`config.mk`:
```
export PLATFORM = sky130hd
export DESIGN_NAME = mem_page_reader
export DESIGN_NICKNAME = d
export VERILOG_FILES = /design/src/rtl/mem_page_reader_pkg.sv /design/src/rtl/mem_reader_fifo.sv /design/src/rtl/mem_page_reader.sv
export SDC_FILE = /design/constraint.sdc
export NUM_CORES = 1
export LEC_CHECK = 0
export ABC_AREA = 1
export BUFFER_PORTS_ARGS = -buffer_cell sky130_fd_sc_hd__buf_2
export CORE_MARGIN = 3
export CORE_UTILIZATION = 59
export CTS_CLUSTER_DIAMETER = 80
export DETAILED_ROUTE_END_ITERATION = 6
export PLACE_DENSITY_LB_ADDON = 0.2
export SETUP_SLACK_MARGIN = 0.05
export SLEW_MARGIN = 20
export SYNTH_ARGS = -nofsm -noshare
export SYNTH_HDL_FRONTEND = slang
export SYNTH_HIERARCHICAL = 1
export SYNTH_SLANG_ARGS = --single-unit
```
`constraint.sdc`:
```
create_clock -name clk -period 2.4 [get_ports clk]
set_input_delay 0.48 -clock clk [delete_from_list [all_inputs] [get_ports clk]]
set_output_delay 0.48 -clock clk [all_outputs]
set_load 0.01 [all_outputs]
```
`src/rtl/mem_page_reader_pkg.sv`:
```
`default_nettype none
// ============================================================================
// Module      : mem_page_reader_pkg
// Description : Shared memory constants, entry-count width, FSM state
//               encoding and the address-width helper for the page reader.
// Revision    : 1.0 - initial release
// ============================================================================
package mem_page_reader_pkg;

    localparam int MEM_RAM_WIDTH = 18;
    localparam int MEM_RAM_DEPTH = 1024;
    localparam int MEM_NPAGE     = 8;
    localparam int NENT_W        = 8;
    localparam int PAGE_W        = 3;

    typedef enum logic [1:0] {
        ST_IDLE  = 2'd0,
        ST_SCAN  = 2'd1,
        ST_READ  = 2'd2,
        ST_DRAIN = 2'd3
    } state_e;

    // Ceiling log2, used for the memory address width
    function automatic int clogb2(input int value);
        int res;
        res = 0;
        for (int i = 0; i < 31; i++) begin
            if ((1 << i) < value) begin
                res = i + 1;
            end
        end
        return res;
    endfunction

endpackage
`default_nettype wire

```
`src/rtl/mem_reader_fifo.sv`:
```
`default_nettype none
// ============================================================================
// Module      : mem_reader_fifo
// Description : Small synchronous FIFO with first-word-fall-through head
//               and occupancy output. Writes to a full FIFO and reads from
//               an empty FIFO are ignored.
// Revision    : 1.0 - initial release
// ============================================================================
module mem_reader_fifo #(
    parameter int WIDTH = 8,
    parameter int DEPTH = 4
) (
    input  logic                         clk,
    input  logic                         rst_n,
    input  logic                         wr_en_i,
    input  logic [WIDTH-1:0]             wr_data_i,
    input  logic                         rd_en_i,
    output logic [WIDTH-1:0]             rd_data_o,
    output logic                         empty_o,
    output logic [$clog2(DEPTH+1)-1:0]   count_o
);

    localparam int PTRW = (DEPTH > 1) ? $clog2(DEPTH) : 1;
    localparam int CNTW = $clog2(DEPTH + 1);

    logic [WIDTH-1:0] mem_q [DEPTH];
    logic [PTRW-1:0]  wr_ptr_q;
    logic [PTRW-1:0]  rd_ptr_q;
    logic [CNTW-1:0]  count_q;
    logic             w_wr;
    logic             w_rd;

    assign w_wr      = wr_en_i && (count_q != CNTW'(DEPTH));
    assign w_rd      = rd_en_i && (count_q != '0);
    assign rd_data_o = mem_q[rd_ptr_q];
    assign empty_o   = (count_q == '0);
    assign count_o   = count_q;

    // Storage is reset so the head reads as zero after reset
    always_ff @(posedge clk or negedge rst_n) begin
        if (!rst_n) begin
            for (int i = 0; i < DEPTH; i++) begin
                mem_q[i] <= '0;
            end
        end else if (w_wr) begin
            mem_q[wr_ptr_q] <= wr_data_i;
        end
    end

    // Pointer and occupancy bookkeeping, pointers wrap at DEPTH-1
    always_ff @(posedge clk or negedge rst_n) begin
        if (!rst_n) begin
            wr_ptr_q <= '0;
            rd_ptr_q <= '0;
            count_q  <= '0;
        end else begin
            if (w_wr) begin
                wr_ptr_q <= (wr_ptr_q == PTRW'(DEPTH - 1)) ? '0 : wr_ptr_q + PTRW'(1);
            end
            if (w_rd) begin
                rd_ptr_q <= (rd_ptr_q == PTRW'(DEPTH - 1)) ? '0 : rd_ptr_q + PTRW'(1);
            end
            case ({w_wr, w_rd})
                2'b10:   count_q <= count_q + CNTW'(1);
                2'b01:   count_q <= count_q - CNTW'(1);
                default: count_q <= count_q;
            endcase
        end
    end

endmodule
`default_nettype wire

```
`src/rtl/mem_page_reader.sv`:
```
`default_nettype none
// ============================================================================
// Module      : mem_page_reader
// Description : Sweeps the selected pages of a paged block RAM, issuing one
//               read per entry, and streams the returned words with their
//               page tag through a credit-guarded output FIFO.
// Revision    : 1.0 - initial release
// ============================================================================
module mem_page_reader
    import mem_page_reader_pkg::*;
#(
    parameter int RAM_WIDTH  = MEM_RAM_WIDTH,
    parameter int RAM_DEPTH  = MEM_RAM_DEPTH,
    parameter int NPAGE      = MEM_NPAGE,
    parameter int RD_LATENCY = 2
) (
    input  logic                          clk,
    input  logic                          rst_n,
    input  logic                          start,
    input  logic [NPAGE-1:0]              page_mask,
    input  logic [NENT_W*NPAGE-1:0]       nent_i,
    output logic [clogb2(RAM_DEPTH)-1:0]  addrb,
    output logic                          enb,
    output logic                          regceb,
    output logic                          rstb,
    input  logic [RAM_WIDTH-1:0]          doutb,
    output logic [RAM_WIDTH-1:0]          dout,
    output logic [PAGE_W-1:0]             dout_page,
    output logic                          dout_last,
    output logic                          dout_valid,
    input  logic                          dout_ready,
    output logic                          busy,
    output logic                          done
);

    localparam int AW         = clogb2(RAM_DEPTH);
    localparam int PD         = RAM_DEPTH / NPAGE;
    localparam int CW         = clogb2(PD + 1);
    localparam int FIFO_DEPTH = RD_LATENCY + 2;
    localparam int FIFO_W     = RAM_WIDTH + PAGE_W + 1;
    localparam int FIFO_CNTW  = $clog2(FIFO_DEPTH + 1);

    state_e              state_q, state_d;
    logic [NPAGE-1:0]    pend_q;
    logic [CW-1:0]       cnt_q   [NPAGE];
    logic [PAGE_W-1:0]   page_q;
    logic [CW-1:0]       len_q;
    logic [CW-1:0]       idx_q;
    logic                lastpg_q;

    logic [RD_LATENCY-1:0] pvld_q;
    logic [RD_LATENCY-1:0] plast_q;
    logic [PAGE_W-1:0]     ppage_q [RD_LATENCY];

    logic [CW-1:0]         w_clamp [NPAGE];
    logic                  w_found;
    logic [PAGE_W-1:0]     w_sel;
    logic [NPAGE-1:0]      w_pend_rest;
    int                    w_inflight;
    logic                  w_credit;
    logic                  w_issue;
    logic                  w_last_idx;
    logic                  w_drained;
    logic [FIFO_W-1:0]     w_fifo_rd;
    logic                  w_fifo_empty;
    logic [FIFO_CNTW-1:0]  w_fifo_count;

    // Per-page entry counts saturated to the page size
    always_comb begin
        for (int i = 0; i < NPAGE; i++) begin
            w_clamp[i] = (int'(nent_i[i*NENT_W +: NENT_W]) > PD)
                       ? CW'(PD) : CW'(nent_i[i*NENT_W +: NENT_W]);
        end
    end

    // Lowest pending page; pending only ever holds masked pages with entries
    always_comb begin
        w_found = 1'b0;
        w_sel   = '0;
        for (int i = NPAGE - 1; i >= 0; i--) begin
            if (pend_q[i]) begin
                w_found = 1'b1;
                w_sel   = PAGE_W'(i);
            end
        end
        w_pend_rest = pend_q & ~(NPAGE'(1) << w_sel);
    end

    // Reads still travelling through the memory pipeline
    always_comb begin
        w_inflight = 0;
        for (int k = 0; k < RD_LATENCY; k++) begin
            w_inflight = w_inflight + int'(pvld_q[k]);
        end
    end

    // Issue only when the FIFO has room for everything already in flight
    assign w_credit   = (int'(w_fifo_count) + w_inflight) < FIFO_DEPTH;
    assign w_issue    = (state_q == ST_READ) && w_credit;
    assign w_last_idx = (idx_q == len_q - CW'(1));
    assign w_drained  = (w_inflight == 0) && w_fifo_empty;

    assign addrb  = AW'(int'(page_q) * PD + int'(idx_q));
    assign enb    = w_issue;
    assign regceb = 1'b1;
    assign rstb   = 1'b0;
    assign busy   = (state_q != ST_IDLE);
    assign done   = (state_q == ST_DRAIN) && w_drained;

    // Sweep sequencing: start is only honoured from IDLE
    always_comb begin
        state_d = state_q;
        case (state_q)
            ST_IDLE:  if (start)                  state_d = ST_SCAN;
            ST_SCAN:  state_d = w_found ? ST_READ : ST_DRAIN;
            ST_READ:  if (w_issue && w_last_idx)  state_d = ST_SCAN;
            ST_DRAIN: if (w_drained)              state_d = ST_IDLE;
            default:                              state_d = ST_IDLE;
        endcase
    end

    // State register
    always_ff @(posedge clk or negedge rst_n) begin
        if (!rst_n) begin
            state_q <= ST_IDLE;
        end else begin
            state_q <= state_d;
        end
    end

    // Sweep context: latched request, current page and entry index
    always_ff @(posedge clk or negedge rst_n) begin
        if (!rst_n) begin
            pend_q   <= '0;
            page_q   <= '0;
            len_q    <= '0;
            idx_q    <= '0;
            lastpg_q <= 1'b0;
            for (int i = 0; i < NPAGE; i++) begin
                cnt_q[i] <= '0;
            end
        end else begin
            case (state_q)
                ST_IDLE: begin
                    if (start) begin
                        for (int i = 0; i < NPAGE; i++) begin
                            cnt_q[i]  <= w_clamp[i];
                            pend_q[i] <= page_mask[i] && (w_clamp[i] != '0);
                        end
                    end
                end
                ST_SCAN: begin
                    if (w_found) begin
                        page_q   <= w_sel;
                        len_q    <= cnt_q[w_sel];
                        idx_q    <= '0;
                        lastpg_q <= (w_pend_rest == '0);
                        pend_q   <= w_pend_rest;
                    end
                end
                ST_READ: begin
                    if (w_issue) begin
                        idx_q <= idx_q + CW'(1);
                    end
                end
                default: begin
                end
            endcase
        end
    end

    // Read-latency pipeline carrying valid, page tag and end-of-sweep flag
    always_ff @(posedge clk or negedge rst_n) begin
        if (!rst_n) begin
            pvld_q  <= '0;
            plast_q <= '0;
            for (int k = 0; k < RD_LATENCY; k++) begin
                ppage_q[k] <= '0;
            end
        end else begin
            pvld_q[0]  <= w_issue;
            plast_q[0] <= w_issue && lastpg_q && w_last_idx;
            ppage_q[0] <= page_q;
            for (int k = 1; k < RD_LATENCY; k++) begin
                pvld_q[k]  <= pvld_q[k-1];
                plast_q[k] <= plast_q[k-1];
                ppage_q[k] <= ppage_q[k-1];
            end
        end
    end

    mem_reader_fifo #(
        .WIDTH (FIFO_W),
        .DEPTH (FIFO_DEPTH)
    ) u_fifo (
        .clk       (clk),
        .rst_n     (rst_n),
        .wr_en_i   (pvld_q[RD_LATENCY-1]),
        .wr_data_i ({plast_q[RD_LATENCY-1], ppage_q[RD_LATENCY-1], doutb}),
        .rd_en_i   (dout_ready),
        .rd_data_o (w_fifo_rd),
        .empty_o   (w_fifo_empty),
        .count_o   (w_fifo_count)
    );

    assign {dout_last, dout_page, dout} = w_fifo_rd;
    assign dout_valid = !w_fifo_empty;

endmodule
`default_nettype wire

```
==> flow_summary.ini <==
[timing]
fin_crit_ns = 2.224
rsz0062_at_grt = false
fin_hold_ws_ns = 0.009155
fmax_mhz = 449.7
min_period_over_period = 0.9265
maxSlewViolCount = 0
relSlewSlack = 0.3426
finalSetupViolations = 0
tns_ns = 0
finalHoldViolCount = 0
skew_ns = 0.009640
worst_slew_pin_slew_ns = 0.9862

[cells_and_area]
areaGrowthSynthToFinish_pct = 12.37
n_antenna_cell = 0
drive_above_1_share = 0.1654
nets = 1506
fin_area_sq_um = 11990
fillers = 1419

[setup_path]
slowest_stage = dfrtp_2
slowest_delay_ns = 0.44
required_ns = 1.92
cp_max_fo = 4
crit_arrival_ns = 1.74
crit_type = reg -> out
worstPathCellList = ha_1, ha_1, nand3_1, nand3_1, inv_2, buf_2
r2r_cells = 8
start_kind = flip-flop
critPathCaptureType = output port

[logic_synthesis]
yosysWarningCount = 6
synth-edff-count = 0
syn_area_sq_um = 10670
avgSynthCellArea_sq_um = 8.161
ys_types = 47
synth_async_sr_flop_share = 1.000
synth_ff_type = dfrtp_1
synthCells = 1308
synthesis.nets = 1416
ys_seq_elements = 199
seq_area_frac_synth = 0.4665

[route]
antenna_left = 0
drt_iter0_markers = 824
vias = 9413
wl_microns = 26650
first_pass_iters = 5
route.detailed.drc = 0
wl_per_cell_microns = 16.31
viasPerCell = 5.761

[clock_tree]
clk_latency_ns = 0.43
clock_sinks = 199
cts_buffers = 17
htree_num_levels = 4
cts_tree = yes
cts_root_buf = clkbuf_16
cts_hold_repair.buffers = 0
clk_path_buf_depth = 2
clk_pin_slew_ns = 0.07

[placed_design]
placed_area_sq_um = 11330
place_congestion = 0.8958
io_buffers = 129
hpwl_microns = 17830

[global_routing]
grtUsageTotal = 0.2763
antenna_found_initial = 0
grt_pass1_vias = 8895
grt-ovfl-total = 0
grt_first_pass_wirelength_microns = 44510
grt_max_degree = 94

[power]
leakage_uw = 0.006253
ir_worst_vdd_uv = 761.6
power.density_nw_per_um2 = 1376

[floorplanning]
core-area_sq_um = 17480
start_util = 0.6108
die-width_microns = 140.5
dieArea_sq_um = 19740
chipHeight_microns = 140.5
rows = 48
num_io_pins = 132

[job]
maxCapViolations = 0

[min_path]
hold_class = in -> async

[status]
status = complete, no violations
## cell usage after synthesis (all sizes together), types with 2 or more instances
master | number | area [sq um]
nand2 | 391 | 1524
dfrtp | 199 | 4980
inv | 132 | 498.0
nand4 | 118 | 738.2
nand3 | 100 | 583.1
nor2 | 69 | 315.3
buf | 65 | 464.2
o21ai | 56 | 280.3
a21oi | 28 | 140.1
a22o | 26 | 227.7
o211ai | 22 | 165.2
clkbuf | 21 | 92.59
o31ai | 17 | 127.6
ha | 13 | 162.7
nor3 | 12 | 60.06
xor2 | 11 | 96.34
xnor2 | 8 | 70.07
a31oi | 3 | 18.77
or2 | 3 | 18.77
and2 | 2 | 12.51
conb | 2 | 7.510
nor4 | 2 | 12.51
## repair_timing
item	4_1_cts	5_1_grt
gates resized for setup	0	1
setup endpoints to repair	0	17
setup buffers	0	2
## flip-flops by register name, summed over array words and instances, names as in the netlist, 3 cells and up
signal          count
len_q               8
ppage_q             6
idx_q               8
u_fifo/count_o      3
cnt_q              64
u_fifo/mem_q       88
page_q              3
pend_q              8
## final timing paths
kind / start / to / slack (ns)
setup / recovery: pvld_q[1] / enb / 0.18
min in group clk: nent_i[28] / cnt_q[36] / 0.27
hold / removal: rst_n / u_fifo/mem_q[30] / 0.009
max in group asynchronous: rst_n / pvld_q[1] / 1.56
hold reg to reg: ppage_q[4] / ppage_q[1] / 0.35
setup reg to reg: pvld_q[1] / idx_q[7] / 0.39
## stage by stage
| stage | power [uW] | cells | worst slack, ns | utilization |
|---|---|---|---|---|
| global placement | 13080 | 1602 | 0.4902 | 0.6481 |
| detailed placement | 13280 | 1602 | 0.4029 | 0.6481 |
| global route | 17810 | 1634 | 0.06344 | 0.6863 |
| finish | 16500 | 1634 | 0.1764 | 0.6863 |
| floorplan | 11400 | 1308 | 0.4547 | - |
| CTS | 16480 | 1632 | 0.05785 | 0.6853 |
## critical path, delay by kind of cell, from the launching register on
kind	cells	cell delay, ns
adder cells (fa/ha/maj)	2	0.46
flip-flops	1	0.44
buffers and inverters	2	0.22
AND/OR/NAND/NOR	2	0.18
## metal layers
| metal | wire [microns] | global-route usage | vias up | part of all wire |
|---|---|---|---|---|
| li1 | - | - | 4529 | - |
| met1 | 11280 | 0.3697 | 4515 | 0.42 |
| met2 | 13210 | 0.4635 | 315 | 0.50 |
| met3 | 1429 | 0.03619 | 54 | 0.054 |
| met4 | 739 | 0.1015 | 0 | 0.028 |
| met5 | 0 | 0 | - | 0 |
## kinds of logic (layout without fill, tap and decap cells)
kind of cell	Yosys count	after routing	synth area share
AND/OR/NAND/NOR	699	699	0.3071
buffers and inverters	219	320	0.09917
flip-flops	199	199	0.4665
AO/OA/AOI/OAI	156	156	0.09378
XOR/XNOR	19	19	0.01559
adder cells (fa/ha/maj)	14	14	0.01711
other	2	2	0.0007036
## cell usage in the layout (no fill, tap or decap), drive strengths merged
cell    instances
conb            2
and3            1
clkbuf         21
xnor2           8
or2             3
a21boi          1
ha             13
a31oi           3
nand2         391
a22oi           1
o21a            1
o31ai          17
nand3         100
xor2           11
nand3b          1
a21oi          28
bufinv          5
nand4         118
nor4            2
a22o           26
nor3           12
clkinv          4
and2            2
nor2           69
buf           156
o21bai          1
o211ai         22
fa              1
dfrtp         199
inv           134
o21ai          56
## report_power, final
part | leakage [uW] | internal [uW] | switching, uW | total (uW)
Clock | 0.000317 | 1910 | 1260 | 3160
Combinational | 0.00344 | 2650 | 4800 | 7440
Sequential | 0.00250 | 4830 | 1060 | 5890
Total | 0.00625 | 9390 | 7110 | 16500
## cell type report
class                           instances  area (sq um)  share of cell area
Clock buffer                           20         456.7             0.03808
Multi-Input combinational cell        890          4636              0.3865
Timing Repair Buffer                  157         939.7             0.07834
Sequential cell                       199          4985              0.4156
Clock inverter                         10         193.9             0.01617
Inverter                              133         501.7             0.04183
Tap cell                              225         281.5             0.02347
Note: power is estimated with default switching activity, not from simulation.
